==> src/rtl/ultra_sonic_pkg.sv <==
// Shared types and field positions for the ultra_sonic_array sensor block.
package ultra_sonic_pkg;

  typedef enum logic [2:0] {
    IDLE      = 3'd0,
    TRIG      = 3'd1,
    WAIT_RISE = 3'd2,
    MEASURE   = 3'd3,
    GUARD     = 3'd4
  } state_t;

  localparam int unsigned RES_VALID_BIT   = 31;
  localparam int unsigned RES_TIMEOUT_BIT = 30;
  localparam int unsigned STAT_SWEEP_LSB  = 16;
  localparam int unsigned STAT_STATE_LSB  = 8;
  localparam int unsigned STAT_CH_LSB     = 0;

  function automatic logic [31:0] make_result(input logic timeout, input logic [29:0] width);
    logic [31:0] r;
    r = '0;
    r[29:0]            = width;
    r[RES_VALID_BIT]   = 1'b1;
    r[RES_TIMEOUT_BIT] = timeout;
    return r;
  endfunction

  function automatic logic [31:0] make_status(input logic [15:0] sweep, input state_t st,
                                              input logic [3:0] ch);
    logic [31:0] s;
    s = '0;
    s[STAT_SWEEP_LSB +: 16] = sweep;
    s[STAT_STATE_LSB +: 3]  = st;
    s[STAT_CH_LSB +: 4]     = ch;
    return s;
  endfunction

endpackage

==> src/rtl/ultra_sonic_array_echo_conditioner.sv <==
// Per-channel echo input: 2-FF synchroniser, plus a level-persistence filter
// when ULTRA_SONIC_DEGLITCH_EN is defined.
module echo_conditioner #(
  parameter int unsigned DEGLITCH = 4
) (
  input  logic clk,
  input  logic reset_all,
  input  logic echo_raw,
  output logic echo_s
);

  if (DEGLITCH == 0) begin : g_bad_deglitch
    $error("echo_conditioner: DEGLITCH must be at least 1");
  end

  logic sync1_q, sync1_d, sync2_q, sync2_d;

  always_comb begin
    sync1_d = echo_raw;
    sync2_d = sync1_q;
  end

  always_ff @(posedge clk) begin
    if (reset_all) begin
      sync1_q <= 1'b0;
      sync2_q <= 1'b0;
    end else begin
      sync1_q <= sync1_d;
      sync2_q <= sync2_d;
    end
  end

`ifdef ULTRA_SONIC_DEGLITCH_EN
  localparam int unsigned RW = $clog2(DEGLITCH + 1);

  logic          filt_q, filt_d;
  logic [RW-1:0] run_q, run_d;

  // Output follows only after DEGLITCH consecutive cycles at the new level.
  always_comb begin
    filt_d = filt_q;
    run_d  = '0;
    if (sync2_q != filt_q) begin
      if (run_q == RW'(DEGLITCH - 1)) filt_d = sync2_q;
      else                            run_d  = run_q + 1'b1;
    end
  end

  always_ff @(posedge clk) begin
    if (reset_all) begin
      filt_q <= 1'b0;
      run_q  <= '0;
    end else begin
      filt_q <= filt_d;
      run_q  <= run_d;
    end
  end

  assign echo_s = filt_q;
`else
  assign echo_s = sync2_q;
`endif

endmodule

==> src/rtl/ultra_sonic_array.sv <==
// Round-robin multi-channel ultrasonic ranger with per-channel result registers
// and a status word. Optional echo filter: ULTRA_SONIC_DEGLITCH_EN.
module ultra_sonic_array
  import ultra_sonic_pkg::*;
#(
  parameter int unsigned NUM_CH         = 4,
  parameter int unsigned TRIG_CYCLES    = 500,
  parameter int unsigned TIMEOUT_CYCLES = 1900000,
  parameter int unsigned GUARD_CYCLES   = 50000,
  parameter int unsigned CNT_W          = 24,
  parameter int unsigned DEGLITCH       = 4
) (
  input  logic                        clk,
  input  logic                        reset_all,
  input  logic                        enable,
  input  logic [$clog2(NUM_CH+1)-1:0] addr,
  output logic [31:0]                 read_data,
  input  logic [NUM_CH-1:0]           echo,
  output logic [NUM_CH-1:0]           pulse
);

  localparam int unsigned AW      = $clog2(NUM_CH + 1);
  localparam logic [31:0] CNT_MAX = (32'd1 << CNT_W) - 32'd1;

  state_t              state_q, state_d;
  logic [31:0]         cnt_q, cnt_d;
  logic [3:0]          ch_q, ch_d;
  logic [15:0]         sweep_q, sweep_d;
  logic [NUM_CH-1:0]   pulse_q, pulse_d;
  logic [31:0]         read_data_q, read_data_d;
  logic [NUM_CH-1:0]   echo_s, echo_prev_q;
  logic [31:0]         res_q [NUM_CH];
  logic [31:0]         res_d [NUM_CH];
  logic                res_we;
  logic [31:0]         res_wdata;
  logic                echo_cur, echo_cur_prev;

  for (genvar g = 0; g < NUM_CH; g++) begin : g_ch
    echo_conditioner #(.DEGLITCH(DEGLITCH)) u_cond (
      .clk      (clk),
      .reset_all(reset_all),
      .echo_raw (echo[g]),
      .echo_s   (echo_s[g])
    );
  end

  always_comb begin
    echo_cur      = 1'b0;
    echo_cur_prev = 1'b0;
    for (int unsigned i = 0; i < NUM_CH; i++) begin
      if (ch_q == 4'(i)) begin
        echo_cur      = echo_s[i];
        echo_cur_prev = echo_prev_q[i];
      end
    end
  end

  always_ff @(posedge clk) begin
    if (reset_all) begin
      state_q     <= IDLE;
      cnt_q       <= '0;
      ch_q        <= '0;
      sweep_q     <= '0;
      pulse_q     <= '0;
      read_data_q <= '0;
      echo_prev_q <= '0;
      for (int unsigned i = 0; i < NUM_CH; i++) res_q[i] <= '0;
    end else begin
      state_q     <= state_d;
      cnt_q       <= cnt_d;
      ch_q        <= ch_d;
      sweep_q     <= sweep_d;
      pulse_q     <= pulse_d;
      read_data_q <= read_data_d;
      echo_prev_q <= echo_s;
      res_q       <= res_d;
    end
  end

  always_comb begin
    state_d   = state_q;
    cnt_d     = cnt_q;
    ch_d      = ch_q;
    sweep_d   = sweep_q;
    res_we    = 1'b0;
    res_wdata = '0;
    unique case (state_q)
      IDLE: begin
        if (enable) begin
          state_d = TRIG;
          cnt_d   = '0;
        end
      end
      TRIG: begin
        if (cnt_q == TRIG_CYCLES - 1) begin
          state_d = WAIT_RISE;
          cnt_d   = '0;
        end else begin
          cnt_d = cnt_q + 32'd1;
        end
      end
      WAIT_RISE: begin
        if (echo_cur && !echo_cur_prev) begin
          state_d = MEASURE;
          cnt_d   = 32'd1;
        end else if (cnt_q == TIMEOUT_CYCLES - 1) begin
          res_we    = 1'b1;
          res_wdata = make_result(1'b1, '0);
          state_d   = GUARD;
          cnt_d     = '0;
        end else begin
          cnt_d = cnt_q + 32'd1;
        end
      end
      MEASURE: begin
        // A saturated width also ends the measurement so the FSM cannot stall.
        if (!echo_cur || cnt_q == TIMEOUT_CYCLES || cnt_q == CNT_MAX) begin
          res_we    = 1'b1;
          res_wdata = make_result(echo_cur, 30'(cnt_q[CNT_W-1:0]));
          state_d   = GUARD;
          cnt_d     = '0;
        end else begin
          cnt_d = cnt_q + 32'd1;
        end
      end
      GUARD: begin
        if (cnt_q == GUARD_CYCLES - 1) begin
          cnt_d   = '0;
          state_d = enable ? TRIG : IDLE;
          if (ch_q == 4'(NUM_CH - 1)) begin
            ch_d    = '0;
            sweep_d = sweep_q + 16'd1;
          end else begin
            ch_d = ch_q + 4'd1;
          end
        end else begin
          cnt_d = cnt_q + 32'd1;
        end
      end
      default: state_d = IDLE;
    endcase
  end

  // Trigger is decoded from the next state so the registered pulse tracks TRIG exactly.
  always_comb begin
    pulse_d = '0;
    for (int unsigned i = 0; i < NUM_CH; i++) begin
      pulse_d[i] = (state_d == TRIG) && (ch_d == 4'(i));
    end
  end

  always_comb begin
    res_d       = res_q;
    read_data_d = '0;
    for (int unsigned i = 0; i < NUM_CH; i++) begin
      if (res_we && ch_q == 4'(i)) res_d[i] = res_wdata;
    end
    if (addr == AW'(NUM_CH)) begin
      read_data_d = make_status(sweep_q, state_q, ch_q);
    end else begin
      for (int unsigned i = 0; i < NUM_CH; i++) begin
        if (addr == AW'(i)) read_data_d = res_d[i];
      end
    end
  end

  assign pulse     = pulse_q;
  assign read_data = read_data_q;

endmodule
==> config.mk <==
export PLATFORM = sky130hd
export DESIGN_NAME = ultra_sonic_array
export DESIGN_NICKNAME = d
export VERILOG_FILES = /design/src/rtl/ultra_sonic_pkg.sv /design/src/rtl/ultra_sonic_array_echo_conditioner.sv /design/src/rtl/ultra_sonic_array.sv
export SDC_FILE = /design/constraint.sdc
export NUM_CORES = 1
export LEC_CHECK = 0
export CORE_ASPECT_RATIO = 1.25
export CORE_MARGIN = 2
export CORE_UTILIZATION = 57
export CTS_CLUSTER_DIAMETER = 60
export CTS_CLUSTER_SIZE = 10
export DETAILED_ROUTE_END_ITERATION = 16
export GPL_TIMING_DRIVEN = 0
export PLACE_DENSITY_LB_ADDON = 0.25
export SYNTH_ARGS = -nofsm -noshare
export SYNTH_HDL_FRONTEND = slang
export SYNTH_SLANG_ARGS = --single-unit
==> constraint.sdc <==
create_clock -name clk -period 7.5 [get_ports clk]
set_input_delay 1.5 -clock clk [delete_from_list [all_inputs] [get_ports clk]]
set_output_delay 1.5 -clock clk [all_outputs]
set_load 0.01 [all_outputs]
==> results.toml <==
[setup_path]
worst-path-buf-inv = 3
crit_fanout = 10
reg2regPathDepth = 12
path_cells = "clkbuf_1 -> inv_1 -> ha_1 -> nor2_1 -> o211ai_1 -> a211oi_1 -> o32ai_4 -> o21ba_2 -> nor2_1 -> clkbuf_1 -> a222oi_1 -> a311oi_1"
path_class = "register to register"
slowest_stage = "a211oi_1"
required_ns = 7.89
cp_top_family = "compound AO/OA/AOI/OAI gates"
crit_arrival_ns = 4.56
slowest_delay_ns = 0.53
r2r-end = "read_data[8]$_SDFF_PP0_"
rrSetupSlack_ns = 3.32
cp-start-kind = "register"
worst_setup_path_end_kind = "register"
timing.rr.start = "ch_q[0]$_SDFF_PP0_"

[placed_design]
gp_congestion = 0.933
port-buffer-count = 44
post-place-ws_ns = 3.03
dp_hpwl_mm = 19.5

[finish]
final_cell_mix = "231 x dfxtp_1, 182 x nor2_1, 120 x a22oi_1"
final_util = 0.666
area_delta_synth_final_pct = 14.5
drive_above_1_share = 0.0533
regArea_sq_mm = 0.00462
fin_nets = 1199
fillers = 1371
final_common_cell = "dfxtp_1"
multi_input_area_sq_mm = 0.00463
diodes = 0

[global_route]
use_met2 = 0.500
gr-usage-met3 = 0.0383
grt_pass1_vias = 8202
grt_overflow = 0
grt_antenna_before_repair = 0
grt_usage = 0.300
grt_max_degree = 14
grt_pass1_wl_mm = 43.1
use_met1 = 0.371
gr-max-usage-layer = "met2"

[timing]
max_slew_margin = 0.306
tns_ns = 0
drv_slew = 0
tightest_slew_ns = 1.03
setup_viol = 0
fin_hold_ws_ns = 0.436
final-hold-violation-count = 0
skew_ns = 0.0133
fin_crit_sh = 0.557
finalCriticalPeriod_ns = 4.18
rsz0062_at_grt = "false"
fmax_mhz = 239
fin_ws_ns = 3.32

[power_and_ir_drop]
p_sw_frac = 0.225
leakagePower_nw = 3.87
total_power_w = 0.00246
power_switching_w = 0.000552
pwr-share-comb = 0.042
clkPwrFrac = 0.453
power_density_mw_per_mm2 = 220
seqPwrFrac = 0.504
cell_internal_pwr_w = 0.00190
ir_drop_mv = 0.184

[clock_tree]
cts_tree = "yes"
cts_setup_buffers = 0
cts-htree-levels = 1
cts.sinks = 231
clk_pin_slew_ns = 0.05
root_buffer = "clkbuf_16"
hold_buffers = 0
cts_buffer_depth = 3
cts_resized = 0
clock_latency_ns = 0.53
numCtsBuffers = 27

[yosys]
synth_edf_count = 0
synthArstFlopShare = 0
syn_inst = 1109
syn-cell-area_sq_mm = 0.00976
ys.flop_type = "dfxtp_1"
ys_seq_area_frac = 0.474
synthesis.nets = 1126
yosysUniqueCellTypes = 65
synth.avg_cell_area_sq_um = 8.80
ys_warn_count = 0
ys_ff_latch = 231

[route]
routedWlPerCell_microns = 19.7
wirelength_mm = 27.6
post-route-drc-count = 0
viasPerCell = 6.31
drt-pass1-iter-count = 7
ant_nets = 0
dr_total_vias = 8846
drtIter0Drc = 1143

[floorplanning]
start_util = 0.582
io_pins = 46
dieArea_sq_mm = 0.0182
chipHeight_microns = 150
die_x_microns = 121
coreArea_sq_mm = 0.0168
rows = 53

[worst_hold_path]
min-delay-start = "g_ch[0].u_cond.sync1_q$_SDFF_PP0_"
hold_depth = 1
holdPathEnd = "g_ch[0].u_cond.echo_s$_SDFF_PP0_"
hold_class = "register to register"

[run_status]
outcome = "finished clean"

[job]
maxCapViolCount = 0
==> registers in the layout (all words and copies together), names as in the netlist <==
register,flops
ch_q,4
cnt_q,32
echo_prev_q,4
g_ch.u_cond.echo_s,4
g_ch.u_cond.sync1_q,4
pulse,4
read_data,32
res_q,128
state_q,3
sweep_q,16
==> cells in the mapped netlist (2+ instances only) <==
library cell    n  area share
dfxtp_1       231        0.47
nor2_1        182       0.070
a22oi_1       120       0.092
clkbuf_1       75       0.029
nand2_1        60       0.023
nand3_1        48       0.025
a21oi_1        37       0.019
o21ai_0        28       0.014
and2_1         27       0.017
a311oi_1       24       0.022
a222oi_1       23       0.024
inv_1          22      0.0085
nor2b_1        21       0.013
nor3_1         17      0.0087
a21o_1         15       0.012
nand4_1        15      0.0096
buf_2          13      0.0067
nor4_1         11      0.0070
or3_1          11      0.0070
nand2b_1       10      0.0064
nand3b_1        8      0.0062
xor2_1          8      0.0072
ha_1            7      0.0090
a31oi_1         6      0.0038
a32o_1          6      0.0062
and3_1          6      0.0038
buf_6           6      0.0069
o311ai_0        6      0.0054
xnor2_1         6      0.0054
mux2i_1         5      0.0051
or4_1           5      0.0038
buf_1           4      0.0015
nor3b_1         4      0.0031
o211ai_1        4      0.0031
a22o_1          2      0.0018
and2_4          2      0.0018
and4_1          2      0.0018
and4b_1         2      0.0021
o211a_1         2      0.0021
o21bai_2        2      0.0023
o22ai_1         2      0.0013
==> through the flow <==
step	cells	instance area (sq um)
6_report	1403	11200
5_1_grt	1403	11200
4_1_cts	1403	11200
3_5_place_dp	1373	10500
3_3_place_gp	1373	10500
2_1_floorplan	1109	9760
==> worst max path at each step <==
stage               depth (start not counted)  slack (ns)          startpoint                        to
finish                                     12        3.32  ch_q[0]$_SDFF_PP0_   read_data[8]$_SDFF_PP0_
global route                               12        3.04  ch_q[0]$_SDFF_PP0_  read_data[10]$_SDFF_PP0_
CTS                                        12        3.43  ch_q[0]$_SDFF_PP0_   read_data[3]$_SDFF_PP0_
detailed placement                          9        3.03             addr[1]   read_data[3]$_SDFF_PP0_
global placement                            9        3.04             addr[1]   read_data[3]$_SDFF_PP0_
floorplan                                  11        4.21             addr[2]  read_data[16]$_SDFF_PP0_
==> metal layers <==
metal | vias to the layer above | share of wire
met4 | 0 | 0.060
met3 | 94 | 0.071
li1 | 4169 | -
met1 | 4160 | 0.40
met2 | 423 | 0.47
met5 | - | 0
==> logic make-up (layout without fill, tap and decap cells) <==
logic type,Yosys count,after routing,synth area share
and+or+nand+nor,440,440,0.221
AOI/OAI and AO/OA,291,291,0.225
DFF,231,231,0.474
buffers and inverters,120,194,0.0524
xor gates and xnor gates,14,14,0.0126
adders and majority gates,7,7,0.00897
muxes,6,6,0.00628
==> layout make-up <==
cell class	count	area share
Buffer	98	0.0384
Clock buffer	28	0.0608
Clock inverter	2	0.00157
Inverter	22	0.00739
Multi-Input combinational cell	758	0.414
Sequential cell	231	0.414
Tap cell	220	0.0246
Timing Repair Buffer	44	0.0394
==> power groups by stage <==
stage          Clock [W]  Combinational (W)  Sequential [W]
2_1_floorplan          0          0.0000576         0.00127
3_3_place_gp           0           0.000100         0.00126
3_5_place_dp           0           0.000102         0.00126
4_1_cts          0.00112           0.000102         0.00124
5_1_grt          0.00117           0.000111         0.00124
6_report         0.00111           0.000104         0.00124
(Power assumes the default switching activity.)
